===== src/rtl/l2_arb_pkg.sv =====
// l2_arb_pkg: shared defaults and error-flag bit positions for the L2 cache-line request arbiter.
package l2_arb_pkg;
    localparam int NSTRMS_DEF    = 64;
    localparam int MAX_OUTST_DEF = 8;
    localparam int ERR_SPUR      = 0;
    localparam int ERR_ORDER     = 1;
endpackage


===== src/rtl/l2_clreq_rr_pick.sv =====
// l2_clreq_rr_pick: combinational round-robin picker, first candidate at or above rr_ptr+1 with wrap.
//   cand   in  nstrms     candidate request vector
//   rr_ptr in  sid_width  last granted sid
//   g_v    out 1          some candidate exists
//   g_sid  out sid_width  granted sid
// nstrms must be a power of two so sid arithmetic wraps naturally.
module l2_clreq_rr_pick
    import l2_arb_pkg::*;
#(
    parameter int nstrms    = NSTRMS_DEF,
    parameter int sid_width = $clog2(nstrms)
) (
    input  logic [nstrms-1:0]    cand,
    input  logic [sid_width-1:0] rr_ptr,
    output logic                 g_v,
    output logic [sid_width-1:0] g_sid
);
    logic [sid_width-1:0] start, off;
    logic [nstrms-1:0]    rot;

    assign start = rr_ptr + sid_width'(1);

    // rot[0] is the highest-priority position (sid start)
    always_comb begin
        rot = '0;
        for (int i = 0; i < nstrms; i++)
            rot[i] = cand[start + sid_width'(i)];
    end

    always_comb begin
        off = '0;
        for (int i = nstrms - 1; i >= 0; i--)
            if (rot[i]) off = sid_width'(i);
    end

    assign g_v   = |rot;
    assign g_sid = start + off;
endmodule


===== src/rtl/l2_clreq_arb.sv =====
// l2_clreq_arb: round-robin merge of per-stream L2 line requests with per-stream response demux.
//   clk        in   clock
//   reset      in   asynchronous active-low reset
//   i_req_v    in   per-stream request valid       i_req_r  out  one-hot grant
//   o_req_v    out  merged request valid           o_req_r  in   L2 ready
//   o_req_sid  out  requesting stream id
//   i_rsp_v    in   L2 response valid              i_rsp_r  out  L2 response ready
//   i_rsp_sid  in   response stream id
//   o_rsp_v    out  per-stream response valid      o_rsp_r  in   per-stream response ready
//   o_outst    out  outstanding count              o_err    out  sticky {order, spurious}
// Optional: define L2_CLREQ_ORDER_CHECK_EN to check responses return in issue order.
module l2_clreq_arb
    import l2_arb_pkg::*;
#(
    parameter int nstrms    = NSTRMS_DEF,
    parameter int max_outst = MAX_OUTST_DEF,
    parameter int sid_width = $clog2(nstrms),
    parameter int cnt_width = $clog2(max_outst + 1)
) (
    input  logic                 clk,
    input  logic                 reset,
    input  logic [nstrms-1:0]    i_req_v,
    output logic [nstrms-1:0]    i_req_r,
    output logic                 o_req_v,
    input  logic                 o_req_r,
    output logic [sid_width-1:0] o_req_sid,
    input  logic                 i_rsp_v,
    output logic                 i_rsp_r,
    input  logic [sid_width-1:0] i_rsp_sid,
    output logic [nstrms-1:0]    o_rsp_v,
    input  logic [nstrms-1:0]    o_rsp_r,
    output logic [cnt_width-1:0] o_outst,
    output logic [1:0]           o_err
);
    localparam logic [cnt_width-1:0] CNT_MAX = cnt_width'(max_outst);
    localparam logic [cnt_width-1:0] CNT_ONE = cnt_width'(1);
    localparam logic [nstrms-1:0]    BIT0    = nstrms'(1);

    logic [nstrms-1:0]    pend, cand;
    logic [cnt_width-1:0] cnt;
    logic [sid_width-1:0] rr_ptr, out_sid, g_sid;
    logic [1:0]           err;
    logic                 out_v, g_v, can_issue, gnt, req_acc, rsp_acc, ret, spur;
    logic                 order_err, fifo_spur;

    assign cand      = i_req_v & ~pend;
    assign can_issue = (!out_v || o_req_r) && (cnt < CNT_MAX);
    // reset gates the grant so i_req_r reads zero while reset is held
    assign gnt       = reset && can_issue && g_v;
    assign req_acc   = out_v && o_req_r;
    assign rsp_acc   = i_rsp_v && i_rsp_r;
    assign ret       = rsp_acc && pend[i_rsp_sid];
    assign spur      = (rsp_acc && !pend[i_rsp_sid]) || fifo_spur;

    l2_clreq_rr_pick #(.nstrms(nstrms), .sid_width(sid_width)) u_pick (
        .cand  (cand),
        .rr_ptr(rr_ptr),
        .g_v   (g_v),
        .g_sid (g_sid)
    );

    assign i_req_r   = gnt ? BIT0 << g_sid : '0;
    assign o_req_v   = out_v;
    assign o_req_sid = out_sid;
    assign o_rsp_v   = i_rsp_v ? BIT0 << i_rsp_sid : '0;
    assign i_rsp_r   = o_rsp_r[i_rsp_sid];
    assign o_outst   = cnt;
    assign o_err     = err;

    always_ff @(posedge clk or negedge reset) begin
        if (!reset) begin
            pend    <= '0;
            cnt     <= '0;
            rr_ptr  <= sid_width'(nstrms - 1);
            out_v   <= 1'b0;
            out_sid <= '0;
            err     <= '0;
        end else begin
            // grant and retire never hit the same sid: pend blocks the grant
            if (gnt) pend[g_sid] <= 1'b1;
            if (ret) pend[i_rsp_sid] <= 1'b0;
            cnt <= (gnt && !ret) ? cnt + CNT_ONE : (!gnt && ret) ? cnt - CNT_ONE : cnt;
            if (gnt) begin
                out_v   <= 1'b1;
                out_sid <= g_sid;
                rr_ptr  <= g_sid;
            end else if (req_acc) begin
                out_v <= 1'b0;
            end
            err[ERR_SPUR]  <= err[ERR_SPUR] | spur;
            err[ERR_ORDER] <= err[ERR_ORDER] | order_err;
        end
    end

`ifdef L2_CLREQ_ORDER_CHECK_EN
    localparam int AW = $clog2(max_outst);

    logic [sid_width-1:0] fifo_mem [max_outst];
    logic [AW:0]          wp, rp;
    logic                 f_empty, f_full;

    assign f_empty   = wp == rp;
    assign f_full    = (wp[AW] != rp[AW]) && (wp[AW-1:0] == rp[AW-1:0]);
    assign order_err = rsp_acc && !f_empty && (fifo_mem[rp[AW-1:0]] != i_rsp_sid);
    assign fifo_spur = rsp_acc && f_empty;

    always_ff @(posedge clk or negedge reset) begin
        if (!reset) begin
            wp <= '0;
            rp <= '0;
        end else begin
            if (req_acc && !f_full) wp <= wp + (AW + 1)'(1);
            if (rsp_acc && !f_empty) rp <= rp + (AW + 1)'(1);
        end
    end

    always_ff @(posedge clk)
        if (req_acc && !f_full) fifo_mem[wp[AW-1:0]] <= out_sid;
`else
    assign order_err = 1'b0;
    assign fifo_spur = 1'b0;
`endif
endmodule


===== config.mk =====
export PLATFORM = sky130hd
export DESIGN_NAME = l2_clreq_arb
export DESIGN_NICKNAME = d
export VERILOG_FILES = /design/src/rtl/l2_arb_pkg.sv /design/src/rtl/l2_clreq_rr_pick.sv /design/src/rtl/l2_clreq_arb.sv
export SDC_FILE = /design/constraint.sdc
export NUM_CORES = 1
export LEC_CHECK = 0
export BUFFER_PORTS_ARGS = -buffer_cell sky130_fd_sc_hd__buf_2
export CORE_MARGIN = 2
export CORE_UTILIZATION = 45
export CTS_CLUSTER_DIAMETER = 30
export CTS_CLUSTER_SIZE = 30
export DETAILED_ROUTE_END_ITERATION = 7
export HOLD_SLACK_MARGIN = 0.15
export PLACE_DENSITY = 0.67
export SYNTH_ARGS = -nofsm -noshare
export SYNTH_HDL_FRONTEND = slang
export SYNTH_SLANG_ARGS = --single-unit

===== constraint.sdc =====
create_clock -name clk -period 11.5 [get_ports clk]
set_input_delay 2.3 -clock clk [delete_from_list [all_inputs] [get_ports clk]]
set_output_delay 2.3 -clock clk [all_outputs]
set_load 0.1 [all_outputs]

==> run_summary.xml <==
<?xml version="1.0" encoding="UTF-8"?>
<metrics>
  <group name="routing">
    <metric name="drcViolationCount" unit="">2</metric>
    <metric name="dr.pass1.iters" unit="">8</metric>
    <metric name="routed_wire_length_per_instance" unit="um">27.62</metric>
    <metric name="route.antenna.remaining_nets" unit="">0</metric>
    <metric name="drt_iter0_markers" unit="">2232</metric>
    <metric name="detail_route.vias_per_cell" unit="">7.008</metric>
    <metric name="routed-via-count" unit="">16140</metric>
    <metric name="wl" unit="um">63620</metric>
  </group>
  <group name="clock_tree">
    <metric name="clk-insertion-delay-late" unit="ns">0.36</metric>
    <metric name="cts_buffers" unit="">9</metric>
    <metric name="cts_hold_buffers" unit="">0</metric>
    <metric name="number_of_h_tree_levels" unit="">3</metric>
    <metric name="ctsRootBufferMaster" unit="">sky130_fd_sc_hd__clkbuf_16</metric>
    <metric name="cts.clk_slew.worst_paths" unit="ns">0.07</metric>
    <metric name="clkSinkCount" unit="">82</metric>
    <metric name="tritoncts" unit="">done</metric>
    <metric name="max-clock-path-buffers" unit="">2</metric>
  </group>
  <group name="setup_path">
    <metric name="timing.critical_path.to_type" unit="">output port</metric>
    <metric name="critical_path.top_delay_family" unit="">simple AND/OR/NAND/NOR gates</metric>
    <metric name="critical_path_peak_fanout" unit="">17</metric>
    <metric name="critical_path_required" unit="ns">9.20</metric>
    <metric name="timing.critical_path.slowest_stage_cell" unit="">sky130_fd_sc_hd__or2_1</metric>
    <metric name="timing.critical_path.from_type" unit="">input pin</metric>
    <metric name="timing.setup.critical_path_class" unit="">in2out</metric>
    <metric name="critical_path_buf_inv_count" unit="">4</metric>
    <metric name="cp_slowest_stage_delay" unit="ns">0.57</metric>
    <metric name="worst_ep_arrival_time" unit="ns">8.86</metric>
  </group>
  <group name="timing">
    <metric name="max_slew_margin" unit="">0.2272</metric>
    <metric name="worst_slew_pin_slew" unit="ns">1.154</metric>
    <metric name="hold_violation_count_in_the_final_report" unit="">0</metric>
    <metric name="setup_violations" unit="">0</metric>
    <metric name="skew" unit="ns">0.008558</metric>
    <metric name="fin_crit_sh" unit="">0.9700</metric>
    <metric name="hold_ws" unit="ns">0.4708</metric>
    <metric name="min_period" unit="ns">11.16</metric>
    <metric name="rsz0062_at_grt" unit="">false</metric>
    <metric name="clock.fmax" unit="GHz">0.08964</metric>
    <metric name="final_max_slew_viol_count" unit="">0</metric>
  </group>
  <group name="final_layout">
    <metric name="finish.utilization" unit="">0.5563</metric>
    <metric name="drive_above_1_share" unit="">0.3759</metric>
    <metric name="mostFrequentLayoutCells" unit="">sky130_fd_sc_hd__buf_2, sky130_fd_sc_hd__mux4_2, sky130_fd_sc_hd__nor2_1</metric>
    <metric name="total_number_of_nets_in_the_final_design" unit="">1998</metric>
    <metric name="final_common_cell" unit="">sky130_fd_sc_hd__buf_2</metric>
    <metric name="area_growth" unit="%">22.34</metric>
  </group>
  <group name="yosys">
    <metric name="synth_seq_area_share" unit="">0.1358</metric>
    <metric name="synth_cells" unit="">1659</metric>
    <metric name="synth-edff-count" unit="">0</metric>
    <metric name="synth_fp_nets" unit="">1808</metric>
    <metric name="yosys_most_used_dff" unit="">sky130_fd_sc_hd__dfrtp_1</metric>
    <metric name="async_flop_share" unit="">1.000</metric>
    <metric name="post_synth_design_cell_area" unit="um2">15170</metric>
    <metric name="post_synth.cell_area_avg" unit="um2">9.145</metric>
    <metric name="synth.yosys.warnings" unit="">0</metric>
    <metric name="ys_seq_elements" unit="">82</metric>
    <metric name="post_synth_num_cell_types" unit="">96</metric>
  </group>
  <group name="min_path">
    <metric name="timing.hold.worst.class" unit="">reg2reg</metric>
  </group>
  <group name="place">
    <metric name="globalplace.congestion" unit="">0.9955</metric>
    <metric name="detailed_place_hpwl" unit="um">48890</metric>
    <metric name="buffer_ports.inserted" unit="">278</metric>
  </group>
  <group name="floorplan">
    <metric name="die_y" unit="um">187.6</metric>
    <metric name="io-pin-count" unit="">280</metric>
    <metric name="start_util" unit="">0.4547</metric>
    <metric name="dieWidth" unit="um">187.6</metric>
    <metric name="fp-row-count" unit="">67</metric>
    <metric name="fp.coreArea" unit="um2">33360</metric>
    <metric name="die_area" unit="um2">35200</metric>
  </group>
  <group name="global_route">
    <metric name="global_route_wire_length_before_repair" unit="um">96300</metric>
    <metric name="track_usage" unit="">0.3555</metric>
    <metric name="grt_antenna_before_repair" unit="">1</metric>
    <metric name="grt_max_degree" unit="">77</metric>
    <metric name="globalRouteOverflowTotal" unit="">0</metric>
    <metric name="first_global_vias" unit="">15390</metric>
  </group>
  <group name="status">
    <metric name="run_status" unit="">finished with violations</metric>
    <metric name="violations" unit="">DRC</metric>
  </group>
  <group name="run">
    <metric name="cap_viol_max_count" unit="">0</metric>
  </group>
</metrics>
[worst register-to-register path, stage by stage (launching register included)]
cell and delay [ns]:
sky130_fd_sc_hd__dfstp_2 0.66, sky130_fd_sc_hd__ha_1 0.42, sky130_fd_sc_hd__xnor2_4 0.17, sky130_fd_sc_hd__buf_4 0.46, sky130_fd_sc_hd__nand2_1 0.51, sky130_fd_sc_hd__xnor2_2 0.62
sky130_fd_sc_hd__mux4_2 0.63, sky130_fd_sc_hd__mux2i_1 0.25, sky130_fd_sc_hd__nor4b_1 0.43, sky130_fd_sc_hd__nor2b_1 0.10, sky130_fd_sc_hd__o21a_1 0.18, sky130_fd_sc_hd__o21bai_1 0.13
sky130_fd_sc_hd__a21oi_1 0.09, sky130_fd_sc_hd__o41ai_1 0.31, sky130_fd_sc_hd__a21oi_1 0.13, sky130_fd_sc_hd__o31a_1 0.25, sky130_fd_sc_hd__ha_1 0.27, sky130_fd_sc_hd__and2_1 0.24
sky130_fd_sc_hd__or2_2 0.35, sky130_fd_sc_hd__o21a_1 0.23, sky130_fd_sc_hd__o31a_1 0.15, sky130_fd_sc_hd__or3_1 0.36, sky130_fd_sc_hd__buf_4 0.25, sky130_fd_sc_hd__nand2_4 0.39
sky130_fd_sc_hd__buf_4 0.35, sky130_fd_sc_hd__o31ai_1 0.14
[registers in the layout, indices dropped and copies added (netlist names)]
signal and cells:
o_outst 4, o_req_sid 6, rr_ptr 6, o_req_v 1, o_err 1, pend 64
[metrics by stage]
step	setup slack, ns	cells	setup TNS, ns	cell area [um2]
global route	0.03534	2302	0	18560
CTS	0.2209	2301	0	18490
finish	0.3448	2303	0	18560
global placement	0.2576	2285	0	18140
floorplan	-0.7700	1659	-1.540	15490
detailed placement	0.2674	2285	0	18140
[kinds of logic (layout without fill, tap and decap cells)]
| logic type | after synthesis | count (layout) | share of synthesized area |
|---|---|---|---|
| compound gates | 302 | 302 | 0.1362 |
| xor+xnor | 60 | 60 | 0.04181 |
| fa+ha+maj | 11 | 11 | 0.009567 |
| buf+inv | 177 | 372 | 0.05336 |
| flops | 82 | 82 | 0.1358 |
| mux | 367 | 367 | 0.3848 |
| other cells | 1 | 2 | 0.0002472 |
| simple gates | 659 | 659 | 0.2382 |
[cells in the mapped netlist (10+ instances only)]
library cell               count  area share
sky130_fd_sc_hd__a21oi_1      29      0.0096
sky130_fd_sc_hd__a31oi_1      68       0.028
sky130_fd_sc_hd__and2_1       12      0.0049
sky130_fd_sc_hd__buf_1        18      0.0045
sky130_fd_sc_hd__buf_2        53       0.017
sky130_fd_sc_hd__clkbuf_1     67       0.017
sky130_fd_sc_hd__dfrtp_1      76        0.13
sky130_fd_sc_hd__ha_1         10      0.0082
sky130_fd_sc_hd__inv_1        22      0.0054
sky130_fd_sc_hd__mux2_2       60       0.045
sky130_fd_sc_hd__mux2i_1     140       0.092
sky130_fd_sc_hd__mux4_2      167        0.25
sky130_fd_sc_hd__nand2_1      98       0.024
sky130_fd_sc_hd__nand2b_1     28       0.012
sky130_fd_sc_hd__nand3_1      50       0.016
sky130_fd_sc_hd__nand4_1      13      0.0054
sky130_fd_sc_hd__nor2_1      146       0.036
sky130_fd_sc_hd__nor2b_1      85       0.035
sky130_fd_sc_hd__nor3_1       73       0.024
sky130_fd_sc_hd__nor3b_1      12      0.0059
sky130_fd_sc_hd__nor4_1       44       0.018
sky130_fd_sc_hd__nor4bb_1     17       0.011
sky130_fd_sc_hd__o211ai_1     19      0.0094
sky130_fd_sc_hd__o21ai_0      52       0.017
sky130_fd_sc_hd__o21ai_1      18      0.0059
sky130_fd_sc_hd__o31ai_1      16      0.0079
sky130_fd_sc_hd__xnor2_1      45       0.026
[final timing paths]
path / endpoint / slack [ns] / cells after the start / start
hold reg to reg: o_err[0] / 0.47 / 1 / o_err[0]
min in group asynchronous: o_outst[0] / 1.82 / 1 / reset
setup / recovery: i_req_r[27] / 0.34 / 26 / i_req_v[31]
hold / removal: o_err[0] / 0.47 / 1 / o_err[0]
max in group asynchronous: pend[13] / 8.55 / 2 / reset
setup reg to reg: pend[50] / 3.29 / 25 / rr_ptr[0]
[layer usage]
metal / up-vias / global-route usage / wire length [um]
li1: 6859 / - / -
met1: 7927 / 0.4562 / 23720
met2: 1154 / 0.5564 / 28830
met3: 199 / 0.07580 / 6657
met4: 0 / 0.2044 / 4406
met5: - / 0 / 0
[what timing repair did]
action | in CTS | in global routing
setup buffers | 0 | 1
gates resized for setup | 0 | 13
setup endpoints to repair | 0 | 52
[cell type report]
type	count	area (um2)
sequential	82	2059
clock buffer	10	239.0
multi-input combinational	1400	12710
tap	448	560.5
clock inverter	6	112.6
antenna	1	2.502
timing repair buffer	331	2781
fill	2997	14800
inverter	25	93.84
Power is left out: the tool's default activity adds up to more than one toggle a clock period on the data nets, which glitch-free logic cannot reach.
